$ cat config.mk
export PLATFORM = sky130hd
export DESIGN_NAME = sprite_rom_arbiter
export DESIGN_NICKNAME = d
export VERILOG_FILES = /design/src/rtl/sprite_rom_arbiter.sv
export SDC_FILE = /design/constraint.sdc
export NUM_CORES = 1
export LEC_CHECK = 0
export BUFFER_PORTS_ARGS = -buffer_cell sky130_fd_sc_hd__buf_2
export CORE_ASPECT_RATIO = 1.5
export CORE_MARGIN = 8
export CORE_UTILIZATION = 30
export CTS_CLUSTER_DIAMETER = 40
export DETAILED_ROUTE_END_ITERATION = 10
export HOLD_SLACK_MARGIN = 0.06
export PLACE_DENSITY = 0.57
export SLEW_MARGIN = 20
export SYNTH_ARGS = -nofsm -noshare
export SYNTH_HDL_FRONTEND = slang
export SYNTH_SLANG_ARGS = --single-unit
$ cat constraint.sdc
create_clock -name clk -period 3.9 [get_ports clk]
set_input_delay 0.39 -clock clk [delete_from_list [all_inputs] [get_ports clk]]
set_output_delay 0.39 -clock clk [all_outputs]
set_load 0.005 [all_outputs]
$ cat src/rtl/sprite_rom_arbiter.sv
// Round-robin arbiter sharing one 2-stage sprite ROM between N_REQ row-burst requesters.
// Define SPRITE_ARB_TRANSP_EN to add the rsp_transp colour-key flag and the TRANSP_KEY parameter.
module sprite_rom_arbiter #(
  parameter int N_REQ   = 4,
  parameter int ID_W    = 2,
  parameter int ROM_LAT = 2
`ifdef SPRITE_ARB_TRANSP_EN
  ,
  parameter logic [11:0] TRANSP_KEY = 12'h000
`endif
) (
  input  logic               clk,
  input  logic               rst_n,
  input  logic [N_REQ-1:0]   req,
  input  logic [6*N_REQ-1:0] req_x,
  input  logic [5*N_REQ-1:0] req_y,
  input  logic [6*N_REQ-1:0] req_len,
  output logic [N_REQ-1:0]   gnt,
  output logic               busy,
  output logic               rom_en,
  output logic [5:0]         rom_x,
  output logic [4:0]         rom_y,
  input  logic [11:0]        rom_color,
  output logic               rsp_valid,
  output logic [ID_W-1:0]    rsp_id,
  output logic [11:0]        rsp_color,
  output logic               rsp_last
`ifdef SPRITE_ARB_TRANSP_EN
  ,
  output logic               rsp_transp
`endif
);

  typedef enum logic [1:0] {IDLE, BURST, DRAIN} state_e;

  state_e          state_q, state_d;
  logic [ID_W-1:0] rr_ptr_q, rr_ptr_d;
  logic [ID_W-1:0] id_q, id_d;
  logic [ID_W-1:0] win_id;
  logic [5:0]      x_q, x_d;
  logic [5:0]      cnt_q, cnt_d;
  logic [4:0]      y_q, y_d;
  logic [7:0]      drain_q, drain_d;
  logic            win_found;
  logic            grant_en;
  logic            issue;
  logic            last_beat;
  int              win_int;

  logic            tag_vld_q  [ROM_LAT];
  logic [ID_W-1:0] tag_id_q   [ROM_LAT];
  logic            tag_last_q [ROM_LAT];

  // Lowest requester above rr_ptr wins; otherwise lowest at or below it (wrap).
  always_comb begin
    win_found = 1'b0;
    win_id    = '0;
    for (int j = N_REQ - 1; j >= 0; j--) begin
      if (req[j] && (j <= int'(rr_ptr_q))) begin
        win_found = 1'b1;
        win_id    = ID_W'(j);
      end
    end
    for (int j = N_REQ - 1; j >= 0; j--) begin
      if (req[j] && (j > int'(rr_ptr_q))) begin
        win_found = 1'b1;
        win_id    = ID_W'(j);
      end
    end
  end

  assign win_int = int'(win_id);

  always_comb begin
    state_d   = state_q;
    rr_ptr_d  = rr_ptr_q;
    id_d      = id_q;
    x_d       = x_q;
    y_d       = y_q;
    cnt_d     = cnt_q;
    drain_d   = drain_q;
    issue     = 1'b0;
    last_beat = 1'b0;
    grant_en  = 1'b0;
    case (state_q)
      IDLE: grant_en = win_found;
      BURST: begin
        issue     = 1'b1;
        last_beat = (cnt_q == 6'd0);
        if (!last_beat) begin
          x_d   = x_q + 6'd1;
          cnt_d = cnt_q - 6'd1;
        end else if (win_found) begin
          grant_en = 1'b1;
        end else if (ROM_LAT > 1) begin
          state_d = DRAIN;
          drain_d = 8'(ROM_LAT - 2);
        end else begin
          state_d = IDLE;
        end
      end
      DRAIN: begin
        if (win_found) begin
          grant_en = 1'b1;
        end else if (drain_q == 8'd0) begin
          state_d = IDLE;
        end else begin
          drain_d = drain_q - 8'd1;
        end
      end
      default: state_d = IDLE;
    endcase
    if (grant_en) begin
      state_d  = BURST;
      rr_ptr_d = win_id;
      id_d     = win_id;
      x_d      = req_x[6*win_int +: 6];
      y_d      = req_y[5*win_int +: 5];
      cnt_d    = req_len[6*win_int +: 6];
    end
  end

  // gnt is combinational so a new burst can start on the same cycle as the previous last beat.
  assign gnt    = (grant_en && rst_n) ? ({{(N_REQ-1){1'b0}}, 1'b1} << win_id) : '0;
  assign busy   = (state_q != IDLE);
  assign rom_en = (state_q != IDLE);
  assign rom_x  = x_q;
  assign rom_y  = y_q;

  always_ff @(posedge clk) begin
    if (!rst_n) begin
      state_q  <= IDLE;
      rr_ptr_q <= ID_W'(N_REQ - 1);
      id_q     <= '0;
      x_q      <= '0;
      y_q      <= '0;
      cnt_q    <= '0;
      drain_q  <= '0;
    end else begin
      state_q  <= state_d;
      rr_ptr_q <= rr_ptr_d;
      id_q     <= id_d;
      x_q      <= x_d;
      y_q      <= y_d;
      cnt_q    <= cnt_d;
      drain_q  <= drain_d;
    end
  end

  // Tag pipe matches the ROM address+data register stages.
  always_ff @(posedge clk) begin
    if (!rst_n) begin
      for (int i = 0; i < ROM_LAT; i++) begin
        tag_vld_q[i]  <= 1'b0;
        tag_id_q[i]   <= '0;
        tag_last_q[i] <= 1'b0;
      end
    end else begin
      tag_vld_q[0]  <= issue;
      tag_id_q[0]   <= issue ? id_q : '0;
      tag_last_q[0] <= last_beat;
      for (int i = 1; i < ROM_LAT; i++) begin
        tag_vld_q[i]  <= tag_vld_q[i-1];
        tag_id_q[i]   <= tag_id_q[i-1];
        tag_last_q[i] <= tag_last_q[i-1];
      end
    end
  end

  assign rsp_valid = tag_vld_q[ROM_LAT-1];
  assign rsp_id    = tag_id_q[ROM_LAT-1];
  assign rsp_last  = tag_last_q[ROM_LAT-1];
  // Colour is forced to zero between beats so every output is quiet while idle or in reset.
  assign rsp_color = rsp_valid ? rom_color : 12'h000;

`ifdef SPRITE_ARB_TRANSP_EN
  assign rsp_transp = rsp_valid && (rom_color == TRANSP_KEY);
`endif

endmodule
==> results of run 1 <==
## per-stage QoR
stage	utilization [%]	setup slack, ns	hold WS [ns]	cells
3_3_place_gp	39.1	1.65	0.416	488
4_1_cts	41.0	1.38	0.355	496
3_5_place_dp	39.1	1.57	0.421	488
6_report	41.0	1.38	0.359	496
2_1_floorplan	-	1.77	0.412	288
5_1_grt	41.0	1.22	0.368	496
## worst max-delay path by stage
| stage | endpoint | from | slack, ns | cells past startpoint |
|---|---|---|---|---|
| finish | gnt[2] | cnt_q[0]$_SDFFE_PN0P_ | 1.38 | 8 |
| global route | gnt[2] | cnt_q[0]$_SDFFE_PN0P_ | 1.22 | 8 |
| CTS | gnt[2] | cnt_q[0]$_SDFFE_PN0P_ | 1.38 | 8 |
| detailed placement | rr_ptr_q[0]$_SDFFE_PN1P_ | cnt_q[0]$_SDFFE_PN0P_ | 1.57 | 7 |
| global placement | rr_ptr_q[0]$_SDFFE_PN1P_ | cnt_q[0]$_SDFFE_PN0P_ | 1.65 | 7 |
| floorplan | gnt[2] | cnt_q[0]$_SDFFE_PN0P_ | 1.77 | 7 |
## cells by family (layout without fill, tap and decap cells)
family | Yosys count | after routing | synth area share [%]
AO/OA/AOI/OAI | 107 | 107 | 31.9
adder cells (fa/ha/maj) | 4 | 4 | 2.14
multiplexers | 1 | 1 | 0.480
XOR/XNOR | 10 | 10 | 3.74
AND/OR/NAND/NOR | 94 | 94 | 22.3
buffers and inverters | 33 | 139 | 6.14
flip-flops | 39 | 39 | 33.3
## registers in the layout, indices dropped and copies added, names as in the netlist
name and flops:
rr_ptr_q 2, cnt_q 6, rom_x 6, tag_last_q 2, rom_y 5, state_q 2, id_q 2, drain_q 8
tag_id_q 4, tag_vld_q 2
## worst max-delay path, cell delays in order (launching register included)
cell	delay, ns
dfxtp_1	0.35
inv_1	0.09
ha_1	0.18
or3b_1	0.37
o31a_1	0.26
nor2_1	0.09
buf_4	0.21
and3_1	0.18
buf_2	0.11
## power by group
group	internal (µW)	switching, µW
clock network	236	160
logic	169	209
registers	444	48.7
## cells in the final DEF, fill, tap and decap left out, types with 7 or more instances in the layout
| master | n |
|---|---|
| buf_2 | 118 |
| dfxtp_1 | 39 |
| a21oi_1 | 32 |
| and2_1 | 16 |
| nor2_1 | 15 |
| o21ai_0 | 14 |
| nand2_1 | 12 |
| a222oi_1 | 12 |
| a221oi_1 | 11 |
| o21ai_1 | 9 |
| inv_1 | 8 |
| and3_1 | 8 |
| nor2b_1 | 7 |
| nor3_1 | 7 |
| xor2_1 | 7 |
## layout make-up
type                       count  area, µm²  share of cell area, %
tap                          102        128                   4.09
clock inverter                 2       12.5                  0.401
timing repair buffer         121        613                   19.7
sequential                    39        781                   25.0
clock buffer                   6        129                   4.13
multi-input combinational    216       1420                   45.5
inverter                      10       37.5                   1.20
## per-layer routing
| layer | wire, µm | vias to the layer above |
|---|---|---|
| li1 | - | 1292 |
| met1 | 3090 | 1184 |
| met2 | 4210 | 118 |
| met3 | 569 | 11 |
| met4 | 121 | 0 |
| met5 | 0 | - |
==> qor.txt, run 1 <==
pin count of the biggest net entering global routing -> 29
Synth Net Count -> 378
final layout net count -> 483
Die Area -> 11,000 µm²
Max Fclk -> 397 MHz
global routing's busiest layer -> met2
P&R area growth vs syn -> 33.1%
startpoint types -> flop
vias in the first global route -> 2,665
syn_area_per_cell -> 8.14 µm²
CTS Root Buffer Type -> clkbuf_16
DR WL/cell -> 16.1 µm
sequential area share after synthesis -> 33.3%
Max VDD drop -> 0.203 mV
Worst R2R Start -> cnt_q[0]$_SDFFE_PN0P_
CP Class -> reg -> out
Initial Utilization -> 30.8%
R2R Setup Slk -> 1.53 ns
CP Max Fanout -> 16
M2 GR Usage -> 26.6%
Hold Path End -> cnt_q[4]$_SDFFE_PN0P_
Lkg Pwr -> 0.00139 µW
Power, Total -> 1270 µW
Ports -> 119
vias -> 2,605
Iter 0 DRT Violations -> 142
Post-CTS Setup Inserts -> 0
minimum clock period -> 2.52 ns
DRC -> 0
fin area -> 3120 µm²
gr ovfl total -> 0
first-pass GRT wire length -> 12.6 mm
port bufs -> 118
Gate Count Post-Synth -> 288
headroom to the max-slew limit -> 44.3%
worst path required time -> 3.51 ns
CTS buffer count -> 5
Hold Crit Start -> req_len[4]
worst-case reg-to-reg path depth -> 7
most frequent cell after synthesis -> dfxtp_1
post-synth top area share -> 33.3%
Final period util -> 64.5%
number of fill cells -> 817
ANT cells -> 0
outcome -> finished clean
Worst-Skew Late Latency -> 0.29 ns
htree depth -> 2
warnings from Yosys -> 0
DRT Pass-1 Iters -> 7
synth unique cells -> 50
FP Rows -> 39
worst slew pin tran -> 0.836 ns
Die H -> 124 µm
final-report hold violation count -> 0
post-synth top area cell -> dfxtp_1
Reg clk slew, reported paths -> 0.06 ns
cts repair resizes -> 0
Synth area leaders -> dfxtp_1 33%, a21oi_1 6.8%, a222oi_1 5.1%
dpl hpwl -> 6.33 mm
TritonCTS sink count -> 39
Pins Over Slew Limit -> 0
Post-Syn Area -> 2340 µm²
final setup violation count -> 0
Clock Path Buffers -> 2
Max-Cap Viols -> 0
critical path endpoint category -> primary output
final WL -> 7.99 mm
Post-synth EDFFs -> 0
top_reg_cell synth -> dfxtp_1
power per cell area -> 406 nW/µm²
clock skew -> 0.00424 ns
Synth top cells by count -> 39 x dfxtp_1, 32 x a21oi_1, 16 x and2_1
met3 Resource Use GR -> 3.30%
RSZ-0062 raised after global routing -> false
ANT nets after route -> 0
Post-synth ARST share -> 0%
Hold-fix buffers, CTS -> 0
end of the worst register-to-register path -> rr_ptr_q[0]$_SDFFE_PN1P_
core area -> 7610 µm²
CTS tree -> built
Overall Global Routing Usage -> 14.5%
share of layout cells above drive strength 1 -> 34.5%
RePlAce Congestion -> 0.882
hold crit path type -> in -> reg
Synth Register Bits -> 39
dpl cell area -> 2980 µm²
antenna violations before repair -> 0
worst hold stages -> 3
Via density -> 5.25
arrival time at the worst endpoint -> 2.13 ns
M1 GR Usage -> 15.1%
setup TNS -> 0 ns
Die W -> 88.2 µm
No activity file was read; power rests on OpenSTA's default activity.
==> inputs of run 2 (changes only) <==
--- a/config.mk
+++ b/config.mk
@@ -12,7 +12,7 @@
 export CTS_CLUSTER_DIAMETER = 40
 export DETAILED_ROUTE_END_ITERATION = 10
 export HOLD_SLACK_MARGIN = 0.06
-export PLACE_DENSITY = 0.57
+export PLACE_DENSITY = 0.59
 export SLEW_MARGIN = 20
 export SYNTH_ARGS = -nofsm -noshare
 export SYNTH_HDL_FRONTEND = slang
==> constraint.sdc (replaced) <==
create_clock -name clk -period 2.09 [get_ports clk]
set_input_delay 0.209 -clock clk [delete_from_list [all_inputs] [get_ports clk]]
set_output_delay 0.209 -clock clk [all_outputs]
set_load 0.005 [all_outputs]
==> run 2 against run 1 <==
The run now ends with negative setup slack left. Sequential share of layout area down 1.5 points. Register-to-register slack worse by 1.4 ns. Largest power group unchanged. Core utilization up 2.6 points. Critical endpoint is now gnt[0]. Sequential power up 85%. Sequential cell count unchanged. Global-route usage up 0.093 points. Combinational power up 120%. Largest cell class unchanged. Power up 94%. Design area up 6.4%.
==> qor.txt, run 2 (synthesized netlist as in run 1, its figures left out) <==
Worst R2R Start -> cnt_q[0]$_SDFFE_PN0P_
crit path launch -> rr_ptr_q[1]$_SDFFE_PN1P_
headroom to the max-slew limit -> 47.7%
Hold Crit Start -> req_len[4]
Finished Core Util -> 43.6%
Lkg Pwr -> 0.00150 µW
port bufs -> 118
dpl cells -> 507
ANT nets after route -> 0
pin count of the biggest net entering global routing -> 28
CTS tree -> built
Iter 0 DRT Violations -> 208
most frequent cells in the layout -> 118 x buf_2, 38 x dfxtp_1, 32 x a21oi_1, 25 x buf_4, 16 x and2_1
end of the worst register-to-register path -> rom_x[0]$_SDFFE_PN0P_
power per cell area -> 741 nW/µm²
Max VDD drop -> 0.300 mV
worst-case reg-to-reg path depth -> 8
Final period util -> 102%
DRC -> 0
startpoint types -> flop
critical path endpoint category -> primary output
Clock Path Buffers -> 2
ANT cells -> 0
Die W -> 88.2 µm
RePlAce Congestion -> 0.935
Max-Cap Viols -> 0
worst hold stages -> 3
number of flip-flops in the largest register -> 8
fin area -> 3320 µm²
Overall Global Routing Usage -> 14.6%
clock skew -> 0.00583 ns
share of layout cells above drive strength 1 -> 39.7%
Worst-Skew Late Latency -> 0.28 ns
CTS Root Buffer Type -> clkbuf_16
final-report hold violation count -> 0
CTS buffer count -> 5
non-filler instance count after layout -> 518
Die H -> 124 µm
Reg clk slew, reported paths -> 0.06 ns
CP Class -> reg -> out
RSZ-0062 raised after global routing -> true
arrival time at the worst endpoint -> 1.93 ns
Initial Utilization -> 30.8%
final setup violation count -> 4
outcome -> finished with violations
DRT Pass-1 Iters -> 5
core area -> 7610 µm²
Pins Over Slew Limit -> 0
worst path required time -> 1.88 ns
Die Area -> 11,000 µm²
R2R Setup Slk -> 0.10 ns
TritonCTS sink count -> 39
minimum clock period -> 2.14 ns
DR WL/cell -> 15.8 µm
dpl hpwl -> 6.55 mm
first-pass GRT wire length -> 12.8 mm
P&R area growth vs syn -> 41.6%
Max Fclk -> 468 MHz
htree depth -> 2
M2 GR Usage -> 26.9%
Hold Path End -> cnt_q[4]$_SDFFE_PN0P_
vias -> 2,694
Hold-fix buffers, CTS -> 0
hold crit path type -> in -> reg
failing checks -> negative setup slack
pre-CTS setup slack -> 0.0255 ns
final layout net count -> 505
Final WS setup -> -0.0478 ns
M1 GR Usage -> 15.2%
Ports -> 119
global routing's busiest layer -> met2
Most flops, register -> drain_q
FP Rows -> 39
dpl cell area -> 3120 µm²
Via density -> 5.20
met3 Resource Use GR -> 3.10%
CP Max Fanout -> 16
antenna violations before repair -> 0
worst slew pin tran -> 0.782 ns
vias in the first global route -> 2,725
final WL -> 8.17 mm
commonest non-fill, non-tap cell in the layout -> buf_2
gr ovfl total -> 0
## run 2: cell types whose count changed in the layout (fill, tap and decap cells not counted), moves of 2 or more
cell | before | now
buf_4 | 3 | 25
a221oi_1 | 11 | 8
a221oi_2 | 0 | 3
inv_1 | 8 | 6
inv_2 | 1 | 3
## run 2: critical path, cell delays in order, from the launching register on
cell and delay (ns):
dfxtp_1 0.47, inv_2 0.14, o311ai_4 0.67, and3_1 0.25
buf_2 0.11
## run 2: how the worst max path moves through the flow
stage / end / cells past startpoint
4_1_cts: gnt[0] / 8
2_1_floorplan: cnt_q[0]$_SDFFE_PN0P_ / 9
3_5_place_dp: rr_ptr_q[0]$_SDFFE_PN1P_ / 8
3_3_place_gp: rr_ptr_q[0]$_SDFFE_PN1P_ / 8
6_report: gnt[0] / 4
5_1_grt: gnt[3] / 8
## run 2: what timing repair did
action                                  in CTS  in global routing
cloned                                       0                  0
buffers inserted                             2                  1
gates resized for setup                      5                  4
pin swaps                                    2                  0
endpoints found under the setup margin       4                  9
## run 2: cell type report
| type | count | area, µm² |
|---|---|---|
| fillers | 804 | 4290 |
| multi-input cells | 216 | 1460 |
| flip-flops and latches | 39 | 782 |
| repair buffers | 143 | 778 |
| clock buffers | 7 | 133 |
| well taps | 102 | 128 |
| inverters | 10 | 37.5 |
| clock inverters | 1 | 5.00 |
## run 2: where the power goes
group | leakage (µW) | total (µW) | internal [µW] | switching, µW
logic | 0.00112 | 820 | 393 | 427
clock network | 0.0000679 | 728 | 441 | 288
registers | 0.000321 | 911 | 830 | 81.8
total | 0.00150 | 2460 | 1660 | 796
## run 2: through the flow
step | power, µW | hold WS (ns) | setup TNS, ns
after CTS | 2460 | 0.181 | -0.192
after detailed placement | 1700 | 0.422 | 0
after global routing | 2610 | 0.187 | -0.574
final | 2460 | 0.185 | -0.132
after global placement | 1700 | 0.418 | 0
after floorplan | 1370 | 0.361 | 0
## run 2: routing by layer
metal / routed length (µm) / up-vias
li1: - / 1337
met1: 3300 / 1241
met3: 479 / 11
met4: 141 / 0
met2: 4250 / 105
met5: 0 / -
==> inputs of run 3 (changes only) <==
--- a/config.mk
+++ b/config.mk
@@ -12,7 +12,6 @@
 export CTS_CLUSTER_DIAMETER = 40
 export DETAILED_ROUTE_END_ITERATION = 10
 export HOLD_SLACK_MARGIN = 0.06
-export PLACE_DENSITY = 0.59
 export SLEW_MARGIN = 20
 export SYNTH_ARGS = -nofsm -noshare
 export SYNTH_HDL_FRONTEND = slang
==> run 3 against run 2 <==
The run still ends with negative setup slack left. Die area stayed put. Hold slack worse by 0.0032 ns. Design area is 1.0% higher. Power is 4.1% higher. Sequential power hardly changed. Register-to-register slack hardly changed. Via count is 0.59% lower. Core utilization is 0.44 points higher. Combinational power is 4.3% higher. Non-clock buffer count is 2 lower.
==> qor.txt, run 3 (synthesized netlist as in run 1, its figures left out) <==
outcome -> finished with violations
failing checks -> negative setup slack
Max-Cap Viols -> 0
TritonCTS sink count -> 39
Clock Path Buffers -> 2
setup TNS -> -0.225 ns
M1 GR Usage -> 15.5%
Via density -> 5.19
Ports -> 119
CTS buffer count -> 5
Lkg Pwr -> 0.00151 µW
Max VDD drop -> 0.315 mV
Die Area -> 11,000 µm²
dpl cell area -> 3110 µm²
Die H -> 124 µm
Max Fclk -> 465 MHz
M2 GR Usage -> 28.7%
Worst-Skew Late Latency -> 0.28 ns
Final WS setup -> -0.0604 ns
first-pass GRT wire length -> 13.4 mm
most frequent cells in the layout -> 118 x buf_2, 38 x dfxtp_1, 29 x a21oi_1, 21 x buf_4, 16 x and2_1
arrival time at the worst endpoint -> 1.94 ns
minimum clock period -> 2.15 ns
hold crit path type -> in -> reg
commonest non-fill, non-tap cell in the layout -> buf_2
RSZ-0062 raised after global routing -> true
startpoint types -> flop
Buf/Inv on CP -> 3
Initial Utilization -> 30.8%
worst path required time -> 1.88 ns
Most flops, register -> drain_q
htree depth -> 2
power per cell area -> 764 nW/µm²
ANT nets after route -> 0
dpl hpwl -> 6.55 mm
vias -> 2,678
DRT Pass-1 Iters -> 5
core area -> 7610 µm²
final setup violation count -> 4
Die W -> 88.2 µm
Hold WS -> 0.182 ns
fin area -> 3350 µm²
gr ovfl total -> 0
worst slew pin tran -> 0.720 ns
FP Rows -> 39
Overall Global Routing Usage -> 15.1%
critical path endpoint category -> primary output
met3 Resource Use GR -> 3.37%
final WL -> 8.32 mm
clock skew -> 0.00270 ns
Slowest cell on crit path -> or3b_4
Reg clk slew, reported paths -> 0.06 ns
CP Class -> reg -> out
CTS Root Buffer Type -> clkbuf_16
RePlAce Congestion -> 0.893
antenna violations before repair -> 0
crit path cell chain -> inv_2 -> ha_4 -> or3b_4 -> o31a_1 -> nor2_2 -> buf_6 -> and3_1 -> buf_2
Finished Core Util -> 44.0%
Pins Over Slew Limit -> 0
ANT cells -> 0
Net Switching -> 812 µW
final-report hold violation count -> 0
pin count of the biggest net entering global routing -> 28
P&R area growth vs syn -> 43.0%
port bufs -> 118
Iter 0 DRT Violations -> 121
part of the power in registers -> 35.7%
vias in the first global route -> 2,789
clock group share of total power -> 30.9%
Comb power frac -> 33.4%
CP top delay family -> simple AND/OR/NAND/NOR gates
CTS tree -> built
global routing's busiest layer -> met2
slowest stage delay, CP -> 0.37 ns
number of flip-flops in the largest register -> 8
headroom to the max-slew limit -> 52.0%
number of fill cells -> 778
share of layout cells above drive strength 1 -> 40.8%
Power, Total -> 2560 µW
Final period util -> 103%
Sw Share -> 31.7%
DR WL/cell -> 16.1 µm
cell internal pwr -> 1750 µW
DRC -> 0
final layout net count -> 503
CP Max Fanout -> 7
[run 3: cell types whose count changed in the layout (fill, tap and decap cells not counted), sizes merged]
cell,delta
buf,-2
clkbuf,+1
clkinv,-1
[run 3: cell type report]
cell class / instances / area, µm² / share of cell area, %
clock buffer: 8 / 156 / 4.67
inverter: 10 / 37.5 / 1.12
multi-input combinational: 216 / 1470 / 43.8
sequential: 39 / 782 / 23.3
tap: 102 / 128 / 3.81
timing repair buffer: 141 / 779 / 23.3
[run 3: through the flow]
stage | setup WS, ns | cells
3_3_place_gp | 0.0316 | 504
6_report | -0.0604 | 516
2_1_floorplan | 0.0583 | 288
5_1_grt | -0.150 | 516
3_5_place_dp | -0.0378 | 504
4_1_cts | -0.0679 | 515
[run 3: final timing paths]
kind,startpoint,endpoint,slack [ns],cells past startpoint
setup / recovery,cnt_q[0]$_SDFFE_PN0P_,gnt[1],-0.06,8
hold / removal,req_len[4],cnt_q[4]$_SDFFE_PN0P_,0.18,3
setup reg to reg,cnt_q[0]$_SDFFE_PN0P_,rom_x[4]$_SDFFE_PN0P_,0.09,7
hold reg to reg,tag_id_q[0][0]$_SDFF_PN0_,tag_id_q[0][2]$_SDFF_PN0_,0.43,1
[run 3: worst register-to-register path, delay by kind of cell, from the launching register on]
| kind | cells | cell delay (ns) |
|---|---|---|
| compound gates | 2 | 0.53 |
| fa+ha+maj | 1 | 0.13 |
| buf+inv | 2 | 0.24 |
| simple gates | 2 | 0.69 |
| flops | 1 | 0.32 |
[run 3: layer usage]
layer	wire (µm)	vias to the layer above
met5	0	-
met4	77	0
met3	593	5
met2	4450	98
met1	3200	1241
li1	-	1334
[run 3: power groups by stage]
stage / Combinational [µW] / Sequential, µW / Clock, µW
6_report: 855 / 914 / 792
5_1_grt: 943 / 924 / 842
4_1_cts: 812 / 910 / 813
3_5_place_dp: 780 / 923 / 0
3_3_place_gp: 771 / 925 / 0
2_1_floorplan: 460 / 908 / 0
[run 3: what timing repair did]
item / 4_1_cts / 5_1_grt
setup endpoints to repair: 11 / 22
hold endpoints to repair: 0 / 0
hold buffers: 0 / 0
setup buffers: 3 / 1
gates resized for setup: 5 / 10
pin swaps: 1 / 1
